$ cat config.mk
export PLATFORM = sky130hd
export DESIGN_NAME = lfsr_cipher_sequencer
export DESIGN_NICKNAME = d
export VERILOG_FILES = /design/src/rtl/lfsr_cipher_pkg.sv /design/src/rtl/key_fifo2.sv /design/src/rtl/lfsr_cipher_sequencer.sv
export SDC_FILE = /design/constraint.sdc
export NUM_CORES = 1
export LEC_CHECK = 0
export ABC_AREA = 1
export BUFFER_PORTS_ARGS = -buffer_cell sky130_fd_sc_hd__buf_4
export CORE_MARGIN = 3
export CORE_UTILIZATION = 55
export DETAILED_ROUTE_END_ITERATION = 7
export GPL_TIMING_DRIVEN = 0
export PLACE_DENSITY = 0.77
export SLEW_MARGIN = 20
export SYNTH_ARGS = -nofsm -noshare
export SYNTH_HDL_FRONTEND = slang
export SYNTH_HIERARCHICAL = 1
export SYNTH_SLANG_ARGS = --single-unit
$ cat constraint.sdc
create_clock -name clk -period 3.1 [get_ports clk]
set_input_delay 0.62 -clock clk [delete_from_list [all_inputs] [get_ports clk]]
set_output_delay 0.62 -clock clk [all_outputs]
set_load 0.005 [all_outputs]
$ cat src/rtl/lfsr_cipher_pkg.sv
// rtl/lfsr_cipher_pkg.sv - shared state, width and key types for the cipher sequencer
package lfsr_cipher_pkg;
    localparam int PIXEL_W = 24;
    localparam int KEY_W   = 8;

    typedef enum logic [2:0] {
        IDLE   = 3'd0,
        WARM   = 3'd1,
        FETCH  = 3'd2,
        RDWAIT = 3'd3,
        EMIT   = 3'd4,
        DONE   = 3'd5
    } state_e;

    typedef struct packed {
        logic [KEY_W-1:0] r;
        logic [KEY_W-1:0] g;
        logic [KEY_W-1:0] b;
    } key_t;
endpackage

$ cat src/rtl/key_fifo2.sv
// rtl/key_fifo2.sv - two-entry key triplet FIFO with flush; push while full is accepted only alongside a pop
module key_fifo2
    import lfsr_cipher_pkg::*;
(
    input  logic       clk,
    input  logic       rst,
    input  logic       i_flush,
    input  logic       i_push,
    input  key_t       i_data,
    input  logic       i_pop,
    output key_t       o_head,
    output logic [1:0] o_count,
    output logic       o_full,
    output logic       o_empty
);
    key_t       r_mem [2];
    logic       r_rd_ptr;
    logic       r_wr_ptr;
    logic [1:0] r_count;
    logic       w_push;
    logic       w_pop;

    assign w_pop  = i_pop && (r_count != 2'd0);
    assign w_push = i_push && ((r_count != 2'd2) || w_pop);

    always_ff @(posedge clk or posedge rst) begin
        if (rst) begin
            r_mem[0] <= '0;
            r_mem[1] <= '0;
            r_rd_ptr <= 1'b0;
            r_wr_ptr <= 1'b0;
            r_count  <= 2'd0;
        end else if (i_flush) begin
            r_rd_ptr <= 1'b0;
            r_wr_ptr <= 1'b0;
            r_count  <= 2'd0;
        end else begin
            // When full, write and read pointers coincide: the slot being popped is the one refilled.
            if (w_push) begin
                r_mem[r_wr_ptr] <= i_data;
                r_wr_ptr        <= ~r_wr_ptr;
            end
            if (w_pop) begin
                r_rd_ptr <= ~r_rd_ptr;
            end
            r_count <= r_count + {1'b0, w_push} - {1'b0, w_pop};
        end
    end

    assign o_head  = r_mem[r_rd_ptr];
    assign o_count = r_count;
    assign o_full  = (r_count == 2'd2);
    assign o_empty = (r_count == 2'd0);
endmodule

$ cat src/rtl/lfsr_cipher_sequencer.sv
// rtl/lfsr_cipher_sequencer.sv - one image pass: discard warm-up keys, fetch pixels, XOR with buffered keys, stream out
module lfsr_cipher_sequencer
    import lfsr_cipher_pkg::*;
#(
    parameter int ADDR_W     = 12,
    parameter int NUM_PIXELS = 4096,
    parameter int WARMUP     = 16
) (
    input  logic               clk,
    input  logic               rst,
    input  logic               start,
    output logic               busy,
    output logic               done,
    output logic               key_en,
    input  logic               key_ready,
    input  logic [KEY_W-1:0]   r_key,
    input  logic [KEY_W-1:0]   g_key,
    input  logic [KEY_W-1:0]   b_key,
    output logic               pix_rd_en,
    output logic [ADDR_W-1:0]  pix_addr,
    input  logic [PIXEL_W-1:0] pix_rdata,
    output logic               out_valid,
    input  logic               out_ready,
    output logic [ADDR_W-1:0]  out_addr,
    output logic [PIXEL_W-1:0] out_pix,
    output logic               key_ovf
);
    localparam int WARM_W = (WARMUP < 2) ? 1 : $clog2(WARMUP + 1);

    state_e             r_state;
    state_e             w_state_nxt;
    logic [ADDR_W-1:0]  r_idx;
    logic [WARM_W-1:0]  r_warm;
    logic [PIXEL_W-1:0] r_pix;
    logic               r_key_en;
    logic               r_key_ovf;
    key_t               w_head;
    key_t               w_key_in;
    logic [1:0]         w_count;
    logic [1:0]         w_count_nxt;
    logic               w_full;
    logic               w_empty;
    logic               w_stream;
    logic               w_valid;
    logic               w_hs;
    logic               w_last;
    logic               w_start;
    logic               w_flush;
    logic               w_push;
    logic               w_drop;
    logic               w_busy_nxt;

    assign w_key_in    = {r_key, g_key, b_key};
    assign w_stream    = (r_state == FETCH) || (r_state == RDWAIT) || (r_state == EMIT);
    assign w_valid     = (r_state == EMIT) && !w_empty;
    assign w_hs        = w_valid && out_ready;
    assign w_last      = (r_idx == ADDR_W'(NUM_PIXELS - 1));
    assign w_start     = (r_state == IDLE) && start;
    assign w_flush     = (r_state == DONE);
    assign w_push      = key_ready && w_stream && (!w_full || w_hs);
    assign w_drop      = key_ready && w_stream && w_full && !w_hs;
    assign w_count_nxt = w_flush ? 2'd0 : (w_count + {1'b0, w_push} - {1'b0, w_hs});

    always_comb begin
        w_state_nxt = r_state;
        case (r_state)
            IDLE:    if (start) w_state_nxt = (WARMUP > 0) ? WARM : FETCH;
            WARM:    if (key_ready && (r_warm == WARM_W'(1))) w_state_nxt = FETCH;
            FETCH:   w_state_nxt = RDWAIT;
            RDWAIT:  w_state_nxt = EMIT;
            EMIT:    if (w_hs) w_state_nxt = w_last ? DONE : FETCH;
            DONE:    w_state_nxt = IDLE;
            default: w_state_nxt = IDLE;
        endcase
    end

    assign w_busy_nxt = w_state_nxt inside {WARM, FETCH, RDWAIT, EMIT};

    always_ff @(posedge clk or posedge rst) begin
        if (rst) begin
            r_state   <= IDLE;
            r_idx     <= '0;
            r_warm    <= '0;
            r_pix     <= '0;
            r_key_en  <= 1'b0;
            r_key_ovf <= 1'b0;
        end else begin
            r_state <= w_state_nxt;
            // Warm-up keys are never stored, so WARM always asks the generator for more.
            r_key_en <= w_busy_nxt && ((w_state_nxt == WARM) || (w_count_nxt != 2'd2));
            if (w_start) begin
                r_warm    <= WARM_W'(WARMUP);
                r_idx     <= '0;
                r_key_ovf <= 1'b0;
            end else if ((r_state == WARM) && key_ready) begin
                r_warm <= r_warm - WARM_W'(1);
            end
            if (r_state == RDWAIT) begin
                r_pix <= pix_rdata;
            end
            if (w_hs && !w_last) begin
                r_idx <= r_idx + ADDR_W'(1);
            end
            if (w_flush) begin
                r_idx <= '0;
            end
            if (w_drop) begin
                r_key_ovf <= 1'b1;
            end
        end
    end

    key_fifo2 u_key_fifo (
        .clk     (clk),
        .rst     (rst),
        .i_flush (w_flush),
        .i_push  (w_push),
        .i_data  (w_key_in),
        .i_pop   (w_hs),
        .o_head  (w_head),
        .o_count (w_count),
        .o_full  (w_full),
        .o_empty (w_empty)
    );

    assign busy      = r_state inside {WARM, FETCH, RDWAIT, EMIT};
    assign done      = (r_state == DONE);
    assign key_en    = r_key_en;
    assign pix_rd_en = (r_state == FETCH);
    assign pix_addr  = r_idx;
    assign out_valid = w_valid;
    assign out_addr  = r_idx;
    assign out_pix   = w_valid ? (r_pix ^ w_head) : '0;
    assign key_ovf   = r_key_ovf;
endmodule

* After elaboration in Yosys (flattened, before gate mapping)
Index checks and enable logic that the tools add are counted.
** Storage, ports and cells
- Register bits after elaboration :: 98
- Output and inout port bits :: 54
- Input bits :: 53
- Word-level logic and storage cells :: 103
** Operators by class
- Magnitude comparators :: 3
- Multiplexer cells :: 25
- Add/subtract/negate cells :: 6
- Bitwise logic cells :: 6
- Eq/ne operators :: 14
- Reduce and logical (&&, ||, !) cells :: 34
** Operator list (number)
- $mux W24 :: 5
- $bwmux W48 :: 1
- $mux W12 :: 3
- $demux W24 S1 :: 1
- $xor A24 B24 Y24 :: 1
- $pmux W3 S5 :: 1
- $logic_and A1 B1 Y1 :: 14
- $add A12 B1 Y12 const B :: 1
- $eq A12 B12 Y1 const B :: 1
- $eq A3 B2 Y1 const B :: 4
- $mux W3 :: 4
- $mux W5 :: 2
- $reduce_bool A2 Y1 :: 5
- $eq A3 B3 Y1 const B :: 3
- $reduce_bool A4 Y1 :: 2
- $eq A3 B1 Y1 const B :: 2
- $mux W1 :: 6
- $eq A5 B1 Y1 const B :: 1
- $logic_or A1 B1 Y1 :: 5
- $sub A5 B1 Y5 const B :: 1
- $add A2 B1 Y2 :: 2
- $ge A2 B2 Y1 const B :: 2
- $logic_not A1 Y1 :: 4
- $mux W2 :: 2
- other kinds (10) :: 15

* Logic depth before layout (Yosys ltp)
- Depth in word-level cells :: 12
- Gate-level depth with buffers :: 15

* Modules after synthesis
The synthesis kept the hierarchy.
** By module, submodules not included
- lfsr_cipher_sequencer :: times used 1, cells an instance 337, area an instance 2646.3 µm², sequential area each 1151.1 µm²
- key_fifo2 :: times used 1, cells an instance 327, area an instance 2581.2 µm², sequential area each 1301.2 µm²

* Least setup slack after synthesis
No wires, ideal clock.
- Path kind :: register to register
- Start :: reg r_state[1]
- End :: reg r_key_en (netlist: key_en)
- Cell stages (with the launch flop) :: 16
- Buffers on the path :: 0
- Required time :: 2986 ps
- Setup slack :: 869 ps
- Arrival time :: 2117 ps
- Period minus slack after synthesis :: 2231 ps
- Setup time :: 114 ps
- Cells stage by stage :: dfrtp_1 > nor2_4 > inv_1 > nor2_1 > inv_1 > a21boi_0 > nand2_1 > ha_1 > inv_1 > ha_1 > xor2_1 > o21ai_0 > a21oi_1 > nand2_1 > nand2_1 > nor2_1
** On the way
- Cells in the longest elaborated chain, start to end :: 11
** RTL lines
- from (decl) :: RTL line lfsr_cipher_sequencer.sv:30 : state_e r_state;
- from (signal assigned) :: RTL line lfsr_cipher_sequencer.sv:88 : r_state <= w_state_nxt;
- $eq A3 B2 Y1 / $eq A3 B3 Y1 (equally long branches) :: RTL line lfsr_cipher_sequencer.sv:54, lfsr_cipher_sequencer.sv:66, lfsr_cipher_sequencer.sv:55
- $logic_or A1 B1 Y1 / $logic_and A1 B1 Y1 (equally long branches) :: RTL line lfsr_cipher_sequencer.sv:54, lfsr_cipher_sequencer.sv:55
- $logic_or A1 B1 Y1 / $logic_and A1 B1 Y1 (equally long branches) :: RTL line lfsr_cipher_sequencer.sv:54, lfsr_cipher_sequencer.sv:56
- $logic_and A1 B1 Y1 / $logic_or A1 B1 Y1 (equally long branches) :: RTL line lfsr_cipher_sequencer.sv:60 : assign w_push = key_ready && w_stream && (!w_full || w_hs);
- $logic_and A1 B1 Y1 :: RTL line lfsr_cipher_sequencer.sv:60
- $add A2 B1 Y2 :: RTL line lfsr_cipher_sequencer.sv:62 : assign w_count_nxt = w_flush ? 2'd0 : (w_count + {1'b0, w_push} - {1'b0, w_hs});
- $sub A2 B1 Y2 :: RTL line lfsr_cipher_sequencer.sv:62
- $mux W2 :: RTL line lfsr_cipher_sequencer.sv:62
- $ne A2 B2 Y1 :: RTL line lfsr_cipher_sequencer.sv:90 : r_key_en <= w_busy_nxt && ((w_state_nxt == WARM) || (w_count_nxt != 2'd2));
- $logic_or A1 B1 Y1 :: RTL line lfsr_cipher_sequencer.sv:90
- $logic_and A1 B1 Y1 (*) :: RTL line lfsr_cipher_sequencer.sv:90
- to (signal assigned) :: RTL line lfsr_cipher_sequencer.sv:90
- to (decl) :: RTL line lfsr_cipher_sequencer.sv:35 : logic r_key_en;
Every way passes the cells marked *; elsewhere a longest branch is shown, timed or not.
A chain may end at the register's enable or synchronous reset.

==> impl_metrics.env <==
export IMPL_outcome="finished clean"
export IMPL_ctsResizeCount=0
export IMPL_antennaDiodeCount=0
export IMPL_number_of_flops_mapped_to_enable_cells_by_yosys=0
export IMPL_max_slew_worst_pin_slew_ns=0.677
export IMPL_hold_path_class="in2async"
export IMPL_routed_via_count=4750
export IMPL_type_of_element_capturing_the_critical_path="output pin"
export IMPL_max_slew_margin_pct=54.6
export IMPL_total_cts_buffers=9
export IMPL_synthesis_area_um2=5230
export IMPL_place_gp_congestion=0.898
export IMPL_netlist_top_cells_area="sky130_fd_sc_hd__dfrtp_1, sky130_fd_sc_hd__nand2_1, sky130_fd_sc_hd__nand4_1"
export IMPL_place_hpwl_um=9370
export IMPL_post_synth_top_area_cell="sky130_fd_sc_hd__dfrtp_1"
export IMPL_pin_count_of_the_biggest_net_entering_global_routing=36
export IMPL_cts_clk_slew_worst_paths_ns=0.10
export IMPL_ys_seq_elements=98
export IMPL_synthArstFlopShare_pct=100
export IMPL_critPathArrivalTime_ns=1.98
export IMPL_postCtsSetupBuffers=0
export IMPL_vias_per_cell=5.20
export IMPL_cts_root_buffer="sky130_fd_sc_hd__clkbuf_8"
export IMPL_power_per_cell_area_nw_per_um2=753
export IMPL_critical_path_required_ns=2.48
export IMPL_crit_path_max_fanout=10
export IMPL_ys_warn_count=6
export IMPL_clkSinkCount=98
export IMPL_finalSetupViolCount=0
export IMPL_power_leakage_nw=3.49
export IMPL_final_layout_size_suffix_gt1_share_pct=23.4
export IMPL_report_final_hold_viol_count=0
export IMPL_startpoint_of_the_most_critical_register_to_register_path="r_state[1]"
export IMPL_criticalPathCategory="reg2out"
export IMPL_maximum_achievable_frequency_mhz=384
export IMPL_cell_area_placed_um2=6220
export IMPL_route_final_wire_length_um=12400
export IMPL_grt_setup_unrepaired="false"
export IMPL_antenna_found_initial=0
export IMPL_num_nets_final=843
export IMPL_totalNegativeSetupSlack_ns=0
export IMPL_via_count_of_the_first_global_routing_pass=4655
export IMPL_global_route_usage_total_pct=24.8
export IMPL_primary_flip_flop_cell_chosen_by_synthesis_mapping="sky130_fd_sc_hd__dfrtp_1"
export IMPL_hold_buffers=0
export IMPL_final_max_slew_violation_count=0
export IMPL_drt_drc_violations_left=0
export IMPL_die_h_um=103
export IMPL_port_buffers=106
export IMPL_cts_tree="yes"
export IMPL_final_cell_area_um2=6400
export IMPL_clock_insertion_delay_worst_skew_ns=0.36
export IMPL_drtAntennaViolNets=0
export IMPL_post_synth_top_count_cell="sky130_fd_sc_hd__nand2_1"
export IMPL_post_synth_cell_area_avg_um2=7.87
export IMPL_grt_overflow=0
export IMPL_maxCapViolations=0
export IMPL_seq_area_frac_synth_pct=46.9
export IMPL_drt_pre_antenna_iters=5
export IMPL_synth_lib_cells_used_distinct=33
export IMPL_layout_worst_path_cycle_share_pct=84.0
export IMPL_placeableCoreArea_um2=8980
export IMPL_timing_reg2reg_setup_slack_ns=0.53
export IMPL_synthDominantCellAreaShare_pct=46.9
export IMPL_cts_htree_levels=3
export IMPL_grt_pass1_wl_um=21000
export IMPL_detailedRoute_firstIterationViolations=279
export IMPL_critical_path_startpoint_type="flop"
export IMPL_finClkSkew_ns=0.00799
export IMPL_floorplan_die_width_um=103
export IMPL_die_area_um2=10700
export IMPL_synthesis_nets=724
export IMPL_ctsLongestPathBuffers=2
export IMPL_design_power_total_mw=4.82
export IMPL_rr_worst_depth=15
export IMPL_wire_per_inst_um=13.6
export IMPL_layout_area_overhead_vs_synth_pct=22.4
export IMPL_synth_cells=664
export IMPL_timing_final_crit_period_ns=2.60
export IMPL_r2r_end="key_en"
export IMPL_fp_row_count=34
export IMPL_irDropWorstVdd_v=0.000441
export IMPL_ios=107
export IMPL_yosys_top_cells_count="sky130_fd_sc_hd__nand2_1, sky130_fd_sc_hd__dfrtp_1, sky130_fd_sc_hd__nand4_1, sky130_fd_sc_hd__nor2_1, sky130_fd_sc_hd__inv_1"
export IMPL_start_util_pct=58.2
## state kept, by name, indices dropped and copies added (netlist names)
| register | count |
|---|---|
| r_warm | 5 |
| u_key_fifo/r_mem | 48 |
| u_key_fifo/r_wr_ptr | 1 |
| key_ovf | 1 |
| r_state | 3 |
| key_en | 1 |
| out_addr | 12 |
| u_key_fifo/r_rd_ptr | 1 |
| r_pix | 24 |
| u_key_fifo/o_count | 2 |
## worst max-delay path by stage
stage / to / start / cells after the start / slack, ns
after floorplan: key_en / r_state[1] / 15 / 0.87
after global placement: u_key_fifo/r_mem[8] / rst / 2 / 0.54
after detailed placement: key_en / r_state[1] / 15 / 0.58
after CTS: out_pix[15] / u_key_fifo/r_rd_ptr / 8 / 0.44
after global routing: key_en / r_state[1] / 15 / 0.24
final: out_pix[21] / u_key_fifo/r_rd_ptr / 8 / 0.50
## critical path: stages, from the launching register on
cell and delay, ns:
sky130_fd_sc_hd__dfrtp_1 0.36, sky130_fd_sc_hd__buf_2 0.17, sky130_fd_sc_hd__inv_2 0.14, sky130_fd_sc_hd__clkbuf_1 0.41, sky130_fd_sc_hd__nand2_1 0.11, sky130_fd_sc_hd__nand2_1 0.11
sky130_fd_sc_hd__xnor2_1 0.12, sky130_fd_sc_hd__nor2_1 0.05, sky130_fd_sc_hd__buf_4 0.15
## cell type report
class | instances | area (um2)
Inverter | 46 | 173
Clock inverter | 6 | 41.3
Sequential cell | 98 | 2450
Tap cell | 126 | 158
Multi-Input combinational cell | 477 | 2320
Clock buffer | 10 | 138
Fill cell | 726 | 2580
Timing Repair Buffer | 108 | 836
Buffer | 43 | 282
## layout by cell type (no fill, tap or decap), drive strengths merged, types with 2 or more instances in the layout
cell and instances:
nand3 19, o22ai 4, nand2 280, dfrtp 98, nor2 52, ha 7, nor3 4, xor2 2
buf 144, clkbuf 17, o21ai 14, clkinv 5, inv 47, nand4 53, a32o 2, xnor2 25
a21oi 9
## routing by layer
layer  vias up  GRT usage, %  share of wire [%]
li1       2354             -                  -
met1      2226          32.3                 43
met2       151          42.7                 50
met3        19          2.95                5.0
met4         0          8.86                1.9
met5         -             0                  0
## cell families (layout without fill, tap and decap cells)
kind of cell,after synthesis,in the layout,share of synthesized area [%]
and+or+nand+nor,410,410,34.5
DFF,98,98,46.9
buffers and inverters,89,213,8.69
AOI/OAI and AO/OA,33,33,3.66
xor gates and xnor gates,27,27,4.52
adders and majority gates,7,7,1.68
## power by group
part           total, mW  switching, mW  leakage [nW]  internal, mW
clock network      0.767          0.451        0.0964         0.316
logic               1.89           1.09          2.15         0.800
registers           2.16          0.356          1.25          1.81
total               4.82           1.90          3.49          2.92
## through the flow
stage | std cells | util (%) | hold slack [ns] | setup slack (ns)
floorplan | 664 | - | 0.442 | 0.869
global placement | 896 | 68.9 | 0.454 | 0.541
detailed placement | 898 | 69.3 | 0.459 | 0.579
CTS | 914 | 71.3 | 0.260 | 0.441
global route | 914 | 71.3 | 0.272 | 0.235
finish | 914 | 71.3 | 0.261 | 0.497
Power figures use the tool's default switching activity.
